**config.mk**
```make
export PLATFORM = sky130hd
export DESIGN_NAME = ascon_msg_buf
export DESIGN_NICKNAME = d
export VERILOG_FILES = /design/src/rtl/ascon_msg_buf_pkg.sv /design/src/rtl/ascon_msg_mem_1r1w.sv /design/src/rtl/ascon_msg_buf.sv
export SDC_FILE = /design/constraint.sdc
export NUM_CORES = 2
export LEC_CHECK = 0
export BUFFER_PORTS_ARGS = -buffer_cell sky130_fd_sc_hd__buf_2
export CORE_UTILIZATION = 41
export DETAILED_ROUTE_END_ITERATION = 8
export PLACE_DENSITY = 0.57
export SLEW_MARGIN = 20
export SYNTH_ARGS = -nofsm -noshare
export SYNTH_HDL_FRONTEND = slang
export SYNTH_SLANG_ARGS = --single-unit
```
**constraint.sdc**
```tcl
create_clock -name clk -period 4.75 [get_ports clk]
set_input_delay 0.2375 -clock clk [delete_from_list [all_inputs] [get_ports clk]]
set_output_delay 0.2375 -clock clk [all_outputs]
set_load 0.01 [all_outputs]
```
**src/rtl/ascon_msg_buf_pkg.sv**
```systemverilog
// ascon_msg_buf_pkg: shared FSM state, block geometry and byte-mask helpers for the ASCON message buffer.
package ascon_msg_buf_pkg;
  localparam int BYTES_PER_BLK = 8;
  localparam int WORDS_PER_BLK = 2;
  typedef enum logic [2:0] {IDLE, WAIT_REQ, RD_HI, RD_LO, HOLD, WR_HI, WR_LO} state_e;
  function automatic logic [3:0] blk_size_f(input logic last, input logic [2:0] rem);
    return last ? {1'b0, rem} : 4'(BYTES_PER_BLK);
  endfunction
  // Big-endian: byte 0 is bits 63:56, so valid bytes sit at the top.
  function automatic logic [63:0] blk_mask(input logic [3:0] size);
    return size[3] ? '1 : ~({64{1'b1}} >> {size[2:0], 3'b000});
  endfunction
endpackage

```
**src/rtl/ascon_msg_mem_1r1w.sv**
```systemverilog
// ascon_msg_mem_1r1w: behavioural 1R1W word memory with a registered (1-cycle) read.
module ascon_msg_mem_1r1w #(
  parameter int DEPTH = 32,
  parameter int W = 32,
  parameter int AW = $clog2(DEPTH)
) (
  input  logic          clk,
  input  logic          we,
  input  logic [AW-1:0] waddr,
  input  logic [W-1:0]  wdata,
  input  logic          re,
  input  logic [AW-1:0] raddr,
  output logic [W-1:0]  rdata
);
  logic [W-1:0] mem [DEPTH];
  always_ff @(posedge clk) begin
    if (we) mem[waddr] <= wdata;
    if (re) rdata <= mem[raddr];
  end
endmodule

```
**src/rtl/ascon_msg_buf.sv**
```systemverilog
// ascon_msg_buf: Wishbone-loaded message buffer serving 64-bit blocks to an ASCON core with in-place ciphertext writeback.
// Define ASCON_MSG_BUF_PARITY_EN to add an even-parity bit per word and the sticky parity_err output.
module ascon_msg_buf
  import ascon_msg_buf_pkg::*;
#(
  parameter int WB_DW = 32,
  parameter int DEPTH = 32,
  parameter int ADDR_W = $clog2(DEPTH),
  parameter int LEN_W = 8
) (
  input  logic              clk,
  input  logic              nRST,
  input  logic              wb_we,
  input  logic              wb_re,
  input  logic [ADDR_W-1:0] wb_addr,
  input  logic [WB_DW-1:0]  wb_datain,
  output logic [WB_DW-1:0]  wb_dataout,
  output logic              wb_ack,
  input  logic [LEN_W-1:0]  datalen,
  input  logic              start,
  output logic              busy,
  output logic              len_err,
  input  logic              blk_req,
  output logic [63:0]       blk_data,
  output logic [3:0]        blk_size,
  output logic              blk_last,
  output logic              blk_valid,
  input  logic              ct_valid,
  input  logic [63:0]       ct_data,
  output logic              ct_ready,
`ifdef ASCON_MSG_BUF_PARITY_EN
  output logic              parity_err,
`endif
  output logic              done
);
`ifdef ASCON_MSG_BUF_PARITY_EN
  localparam int MW = WB_DW + 1;
`else
  localparam int MW = WB_DW;
`endif
  localparam int MAX_LEN = DEPTH / WORDS_PER_BLK * BYTES_PER_BLK - 1;
  state_e state_q, state_d;
  logic [ADDR_W-2:0] k_q;
  logic [LEN_W-1:0] len_q;
  logic [WB_DW-1:0] hi_q;
  logic [63:0] ct_q;
  logic [3:0] blk_size_q;
  logic busy_q, len_err_q, wb_ack_q, wb_rd_q, blk_last_q, blk_valid_q, ct_ready_q, done_q;
  logic idle, last_blk, start_ok, mem_we, mem_re;
  logic [ADDR_W-1:0] mem_waddr, mem_raddr;
  logic [WB_DW-1:0] wdata;
  logic [MW-1:0] mem_wdata, mem_rdata;
  assign idle = state_q == IDLE;
  assign last_blk = 32'(k_q) == 32'(len_q[LEN_W-1:3]);
  assign start_ok = idle && start && (32'(datalen) <= 32'(MAX_LEN));
  // Wishbone owns both memory ports in IDLE; the sequencer owns them otherwise.
  assign mem_we = nRST && (idle ? wb_we : (state_q == WR_HI || state_q == WR_LO));
  assign mem_waddr = idle ? wb_addr : {k_q, state_q == WR_LO};
  assign wdata = idle ? wb_datain : (state_q == WR_HI ? ct_q[63:32] : ct_q[31:0]);
  assign mem_re = idle ? (wb_re && !wb_we) : (state_q == RD_HI || state_q == RD_LO);
  assign mem_raddr = idle ? wb_addr : {k_q, state_q == RD_LO};
`ifdef ASCON_MSG_BUF_PARITY_EN
  assign mem_wdata = {^wdata, wdata};
`else
  assign mem_wdata = wdata;
`endif
  always_comb begin
    state_d = state_q;
    case (state_q)
      IDLE:     state_d = start_ok ? WAIT_REQ : IDLE;
      WAIT_REQ: state_d = blk_req ? RD_HI : WAIT_REQ;
      RD_HI:    state_d = RD_LO;
      RD_LO:    state_d = HOLD;
      HOLD:     state_d = ct_valid ? WR_HI : HOLD;
      WR_HI:    state_d = WR_LO;
      WR_LO:    state_d = last_blk ? IDLE : WAIT_REQ;
      default:  state_d = IDLE;
    endcase
  end
  ascon_msg_mem_1r1w #(.DEPTH(DEPTH), .W(MW), .AW(ADDR_W)) u_mem (
    .clk(clk), .we(mem_we), .waddr(mem_waddr), .wdata(mem_wdata),
    .re(mem_re), .raddr(mem_raddr), .rdata(mem_rdata)
  );
`ifdef ASCON_MSG_BUF_PARITY_EN
  logic rd_vld_q, parity_err_q;
  always_ff @(posedge clk) begin
    if (!nRST) begin
      rd_vld_q <= 1'b0;
      parity_err_q <= 1'b0;
    end else begin
      rd_vld_q <= mem_re;
      if (rd_vld_q && ^mem_rdata) parity_err_q <= 1'b1;
    end
  end
  assign parity_err = parity_err_q;
`endif
  always_ff @(posedge clk) begin
    if (!nRST) begin
      state_q <= IDLE;
      k_q <= '0;
      len_q <= '0;
      hi_q <= '0;
      ct_q <= '0;
      blk_size_q <= '0;
      {busy_q, len_err_q, wb_ack_q, wb_rd_q, blk_last_q, blk_valid_q, ct_ready_q, done_q} <= '0;
    end else begin
      state_q <= state_d;
      wb_ack_q <= idle && (wb_we || wb_re);
      wb_rd_q <= idle && mem_re;
      ct_ready_q <= state_q == WR_HI;
      done_q <= state_q == WR_LO && last_blk;
      if (idle && start) len_err_q <= !start_ok;
      if (start_ok) begin
        len_q <= datalen;
        k_q <= '0;
        busy_q <= 1'b1;
      end
      // Low word stays parked in the memory read register for the whole HOLD.
      if (state_q == RD_LO) begin
        hi_q <= mem_rdata[WB_DW-1:0];
        blk_valid_q <= 1'b1;
        blk_size_q <= blk_size_f(last_blk, len_q[2:0]);
        blk_last_q <= last_blk;
      end
      if (state_q == HOLD && ct_valid) begin
        ct_q <= ct_data;
        blk_valid_q <= 1'b0;
      end
      if (state_q == WR_LO) begin
        if (last_blk) busy_q <= 1'b0;
        else k_q <= k_q + 1'b1;
      end
    end
  end
  assign wb_ack = wb_ack_q;
  assign wb_dataout = wb_rd_q ? mem_rdata[WB_DW-1:0] : '0;
  assign busy = busy_q;
  assign len_err = len_err_q;
  assign blk_data = blk_valid_q ? ({hi_q, mem_rdata[WB_DW-1:0]} & blk_mask(blk_size_q)) : '0;
  assign blk_size = blk_size_q;
  assign blk_last = blk_last_q;
  assign blk_valid = blk_valid_q;
  assign ct_ready = ct_ready_q;
  assign done = done_q;
endmodule

```
After elaboration in Yosys (flattened, before gate mapping)
Memory sizes are Yosys's and may differ from the RTL's. A register that Yosys moved wholly into a read port is not among the register bits.
Cells that the tools add are included.
- add/sub/neg operators: 1
- multiply operators: 0
- div/mod/pow operators: 0
- $lt $le $gt $ge: 1
- equality and inequality tests: 7
- shift operators: 1
- muxes and demuxes: 23
- bitwise operators: 3
- reductions and logical operators: 15
- operators by type and width (operator ; number):
    64-bit two-way mux ; 2
    32-bit two-way mux ; 3
    64-bit bitwise AND ; 1
    64-bit inverter ; 1
    64-bit by 6-bit right shift with 64-bit output, first input constant ; 1
    3-bit case mux with 7 select lines ; 1
    4-bit two-way mux ; 4
    1-bit two-way mux ; 10
    5-bit two-way mux ; 2
    3-bit == test, second input constant ; 3
    8-bit by 7-bit <= comparator with 1-bit output, second input constant ; 1
    1-bit logical AND ; 8
    3-bit by 2-bit == test with 1-bit output, second input constant ; 2
    4-bit by 5-bit == test with 1-bit output ; 1
    4-bit by 1-bit adder with 4-bit output, second input constant ; 1
    3-bit by 1-bit == test with 1-bit output, second input constant ; 1
    3-bit logical NOT ; 1
    1-bit logical OR ; 3
    1-bit logical NOT ; 2
    2-bit two-way mux ; 1
    2-bit OR reduction ; 1
    1-bit inverter ; 1
- register bits: 123
- bits in latches: 0
- RAM bits: 1024
- memory bits (read-only): 0
- input port bits: 116
- output and inout bits: 107
- logic and storage cells: 66
- memories: 1
- memory list (memory ; depth ; width ; read ports ; clocked after Yosys merged registers in ; write ports ; RTL line ; source):
    u_mem.mem ; 32 ; 32 ; 1 ; 1 ; 1 ; ascon_msg_mem_1r1w.sv:15 ; logic [W-1:0] mem [DEPTH];

Depth between registers and ports, before layout
- depth after elaboration: 6
- mapped depth: 12
- mapped depth without buffers: 6

By module
A second synthesis with hierarchy kept.
- cells, all modules: 3052
- area total of the unflattened synthesis: 46975.1 um2
- modules (own cells, without submodules) (module ; instances ; cells each ; area each (um2) ; seq. area each (um2)):
    ascon_msg_mem_1r1w ; 1 ; 2260 ; 40805.4 ; 31710.4
    ascon_msg_buf ; 1 ; 792 ; 6169.7 ; 2462.4

Least setup slack after synthesis
Ideal clock, no wire load.
- path kind: register -> register
- from: reg state_q[0]
- to: mem u_mem.mem[13][0], enable pin
- setup time: 0.421 ns
- arrival: 3.451 ns
- required time: 4.329 ns
- slack: 0.878 ns
- cell stages (with the launch flop): 11
- path buffers: 6
- clock period less this slack: 3.872 ns
- cells stage by stage: dfxtp_1 buf_2 o31a_1 clkbuf_1 nor2_1 buf_2 buf_2 buf_1 buf_2 nand2_1 nor2_1
- longest elaborated chain between the ends: 6
- elaborated cells between the ends (all ways): 9
- classes of those cells: eq/ne (2); mux (4); reduce/logical (3)
- RTL lines (what ; RTL line ; source):
    start, declared ; ascon_msg_buf.sv:42 ; state_e state_q, state_d;
    start signal, assigned ; ascon_msg_buf.sv:107 ; state_q <= state_d;
    3-bit == test (on tied branches) ; ascon_msg_buf.sv:57, ascon_msg_buf.sv:58 ;
    1-bit logical OR ; ascon_msg_buf.sv:57 ; assign mem_we = nRST && (idle ? wb_we : (state_q == WR_HI || state_q == WR_LO));
    1-bit two-way mux ; ascon_msg_buf.sv:57 ;
    1-bit logical AND ; ascon_msg_buf.sv:57 ;
    1-bit two-way mux ; ascon_msg_mem_1r1w.sv:17 ; if (we) mem[waddr] <= wdata;
    1-bit two-way mux (not written as such) ; ascon_msg_mem_1r1w.sv:17 ;
    end, declared ; ascon_msg_mem_1r1w.sv:15 ;
Several ways; a longest one is shown, not always the timed one.

Worst setup path after layout
- from: reg state_q[2]
- to: reg u_mem.rdata[13] (read register of u_mem.mem) (data pin)
- longest elaborated chain between the ends: 3
- elaborated cells between the ends (all ways): 6
- classes of those cells: eq/ne (2); mux (2); reduce/logical (2)
- RTL lines (what ; RTL line ; source):
    3-bit by 2-bit == test with 1-bit output (on tied branches) ; ascon_msg_buf.sv:60, ascon_msg_buf.sv:61 ;
    1-bit logical OR ; ascon_msg_buf.sv:60 ; assign mem_re = idle ? (wb_re && !wb_we) : (state_q == RD_HI || state_q == RD_LO);
    1-bit two-way mux ; ascon_msg_buf.sv:60 ;
    end, declared ; ascon_msg_mem_1r1w.sv:13 ; output logic [W-1:0] rdata
Several ways; a longest one is shown, not always the timed one.
A chain may end at the register's enable or synchronous reset.

==> results.yml <==
synth:
  ys_types: 65
  ys_ff_latch: 1179
  yosysSeqAreaShare_pct: 69.22
  synth-edff-count: 1056
  syn_nets: 3965
  synthCells: 3848
  yosysMostFrequentCell: "edfxtp_1"
  synth_area_um2: 49370
  yosysTopAreaCellShare_pct: 64.24
  synth_top_area_cell: "edfxtp_1"
  ys_async_sr_fraction_pct: 0
  yosys-top-cells-area: "edfxtp_1 64%, nand2_1 5.4%, dfxtp_1 5.0%, a21oi_1 4.1%, mux2i_1 3.2%"
  ys_top_cells_by_count: "1056 x edfxtp_1, 707 x nand2_1, 401 x a21oi_1"
  yosysWarningCount: 0
  syn_avg_cell_area_um2: 12.83
  ys.flop_type: "edfxtp_1"
cts:
  ctsRootBufferMaster: "clkbuf_16"
  htree_num_levels: 3
  cts_sinks: 1179
  insertion_delay_ps: 730
  cts.path.max_buffers: 3
  cts_buffers: 120
  cts_tree: "built"
  cts_resized: 0
  clkTransAtPathRegs_ps: 60
floorplanning:
  io_pins: 223
  dieArea_um2: 121800
  start_util_pct: 41.58
  coreArea_um2: 118700
  rows: 126
  die_h_um: 349.0
  fp.dieW_um: 349.0
setup_path:
  critical_path_class: "reg -> reg"
  crit_path_end_kind: "register"
  crit_required_ps: 5170
  worstPathMaxFanout: 79
  path_cells: "buf_4 > o31a_2 > or2_4 > buf_4 > a2111oi_0 > o21a_1 > a21oi_1 > nand4_1"
  cp_top_family: "buffers and inverters"
  critPathArrivalTime_ps: 4140
  r2r_cells: 8
  startpoint_type: "register"
  cpMostUsedCell: "buf_4"
  path_depth: 8
  critical_path_buf_inv_count: 2
  cp_slowest_cell: "buf_4"
  slowest_delay_ps: 760
detailed_routing:
  drc: 0
  firstDrtPassIters: 5
  via_per_inst: 6.094
  drtIter0Drc: 4454
  finalWirelength_mm: 164.1
  via_count: 35590
  wl_per_cell_um: 28.09
  ant_nets: 0
timing:
  finalCritPeriodShare_pct: 78.42
  worst_pin_slew_ps: 1128
  rsz0062_at_grt: "no"
  clock.fmax_mhz: 268.5
  drv_slew: 0
  whs_ps: 135.2
  slew_headroom_pct: 24.52
  finalSetupTns_ps: 0
  hold_viol_final: 0
  setup-violations-final: 0
  skew_ps: 52.30
  fin_crit_ps: 3725
global_route:
  grt_util_all_layers_pct: 26.21
  grt_pass1_vias: 33360
  grt_pass1_wl_mm: 233.3
  grt_max_degree: 82
  antenna_found_initial: 4
  gr-total-overflow: 0
worst_hold_path:
  min_path_type: "in -> reg"
  whs_path_depth: 5
finish:
  drive_gt1_share_pct: 16.12
  nets: 4250
  area.growth.synth_to_final_pct: 17.91
pwr:
  power_density_nw_per_um2: 422.9
  ir_drop_uv: 289.3
  switching_share_pct: 26.51
  power_frac_comb_pct: 13.3
  p_clk_share_pct: 38.3
  seq_power_share_pct: 48.4
  p_leak_nw: 19.85
  switchingPower_w: 0.006526
  p_int_w: 0.01809
run:
  drv_cap: 0
placement:
  finalWeightedCongestion: 0.8705
  dp_hpwl_mm: 97.33
  port_buffers: 222
status:
  outcome: "completed"
area by class of cell:
class / instances / area (um2)
fill: 10330 / 60500
sequential: 1179 / 34180
multi-input combinational: 2334 / 14360
timing repair buffer: 480 / 3674
clock buffer: 147 / 3147
tap: 1600 / 2002
clock inverter: 79 / 762.0
inverter: 18 / 71.32
antenna: 4 / 10.01
state kept, by name, indices dropped and copies added, names as in the netlist, 3 cells and up:
signal	cells
u_mem.rdata	32
hi_q	32
ct_q	64
blk_size	4
u_mem.mem	1024
k_q	4
len_q	8
state_q	3
tightest hold or removal path, cell delays in order:
cell and delay [ps]:
buf_2 100, o21ai_0 200, nor2_1 50, a21oi_1 110
nor2_1 100
cells in the final DEF, fill, tap and decap left out, types with 35 or more instances in the layout:
master,synthesis,layout
dlygate4sd3_1,0,85
or3_1,48,47
nand2_1,707,701
nand3_1,87,85
o32ai_1,113,113
a221oi_1,107,107
a211oi_1,35,35
mux2i_1,156,156
and2_1,81,81
dfxtp_1,123,121
edfxtp_1,1056,1056
a21oi_1,401,401
a2111oi_0,59,59
nor2_1,109,74
buf_2,49,222
buf_4,0,140
o22ai_1,79,79
clkbuf_16,0,122
and3_1,45,44
per-stage QoR:
stage	power [W]	setup WS, ps	util (%)	cells	area (um2)
4_1_cts	0.02470	1077	49.03	5837	58200
3_5_place_dp	0.01531	1106	45.02	5526	53440
6_report	0.02462	1025	49.03	5841	58210
3_3_place_gp	0.01529	1177	45.02	5526	53440
5_1_grt	0.02531	893.9	49.03	5838	58200
2_1_floorplan	0.01384	878.3	-	3848	49370
power groups by stage:
stage               sequential [W]  clock (W)  combinational (W)
floorplan                   0.0120          0            0.00181
global placement            0.0121          0            0.00316
detailed placement          0.0121          0            0.00318
CTS                         0.0119    0.00954            0.00324
global route                0.0119    0.00991            0.00347
finish                      0.0119    0.00942            0.00328
path summary, 6_finish.rpt:
path | from | end | slack, ps
max | state_q[2] | u_mem.rdata[13] | 1020
min reg2reg | hi_q[28] | hi_q[28] | 450
max reg2reg | state_q[2] | u_mem.rdata[13] | 1020
min | blk_req | state_q[1] | 140
kinds of logic after synthesis:
group	share of synthesized area (%)
simple gates	10.39
buf+inv	2.717
mux	3.870
fa+ha+maj	0.02534
compound gates	13.70
flops	69.22
xor+xnor	0.07098
metal layers:
layer / wire [um] / up-vias / GRT usage [%]
met3: 15870 / 290 / 4.098
met4: 4918 / 0 / 8.235
li1: - / 15440 / -
met1: 68050 / 17950 / 36.93
met2: 75230 / 1917 / 41.56
met5: 0 / - / 0
timing repair:
| action | 4_1_cts | 5_1_grt |
|---|---|---|
| hold buffers | 85 | 0 |
| setup buffers | 0 | 0 |
| endpoints found under the hold margin | 79 | 0 |
Power figures use the tool's default switching activity.
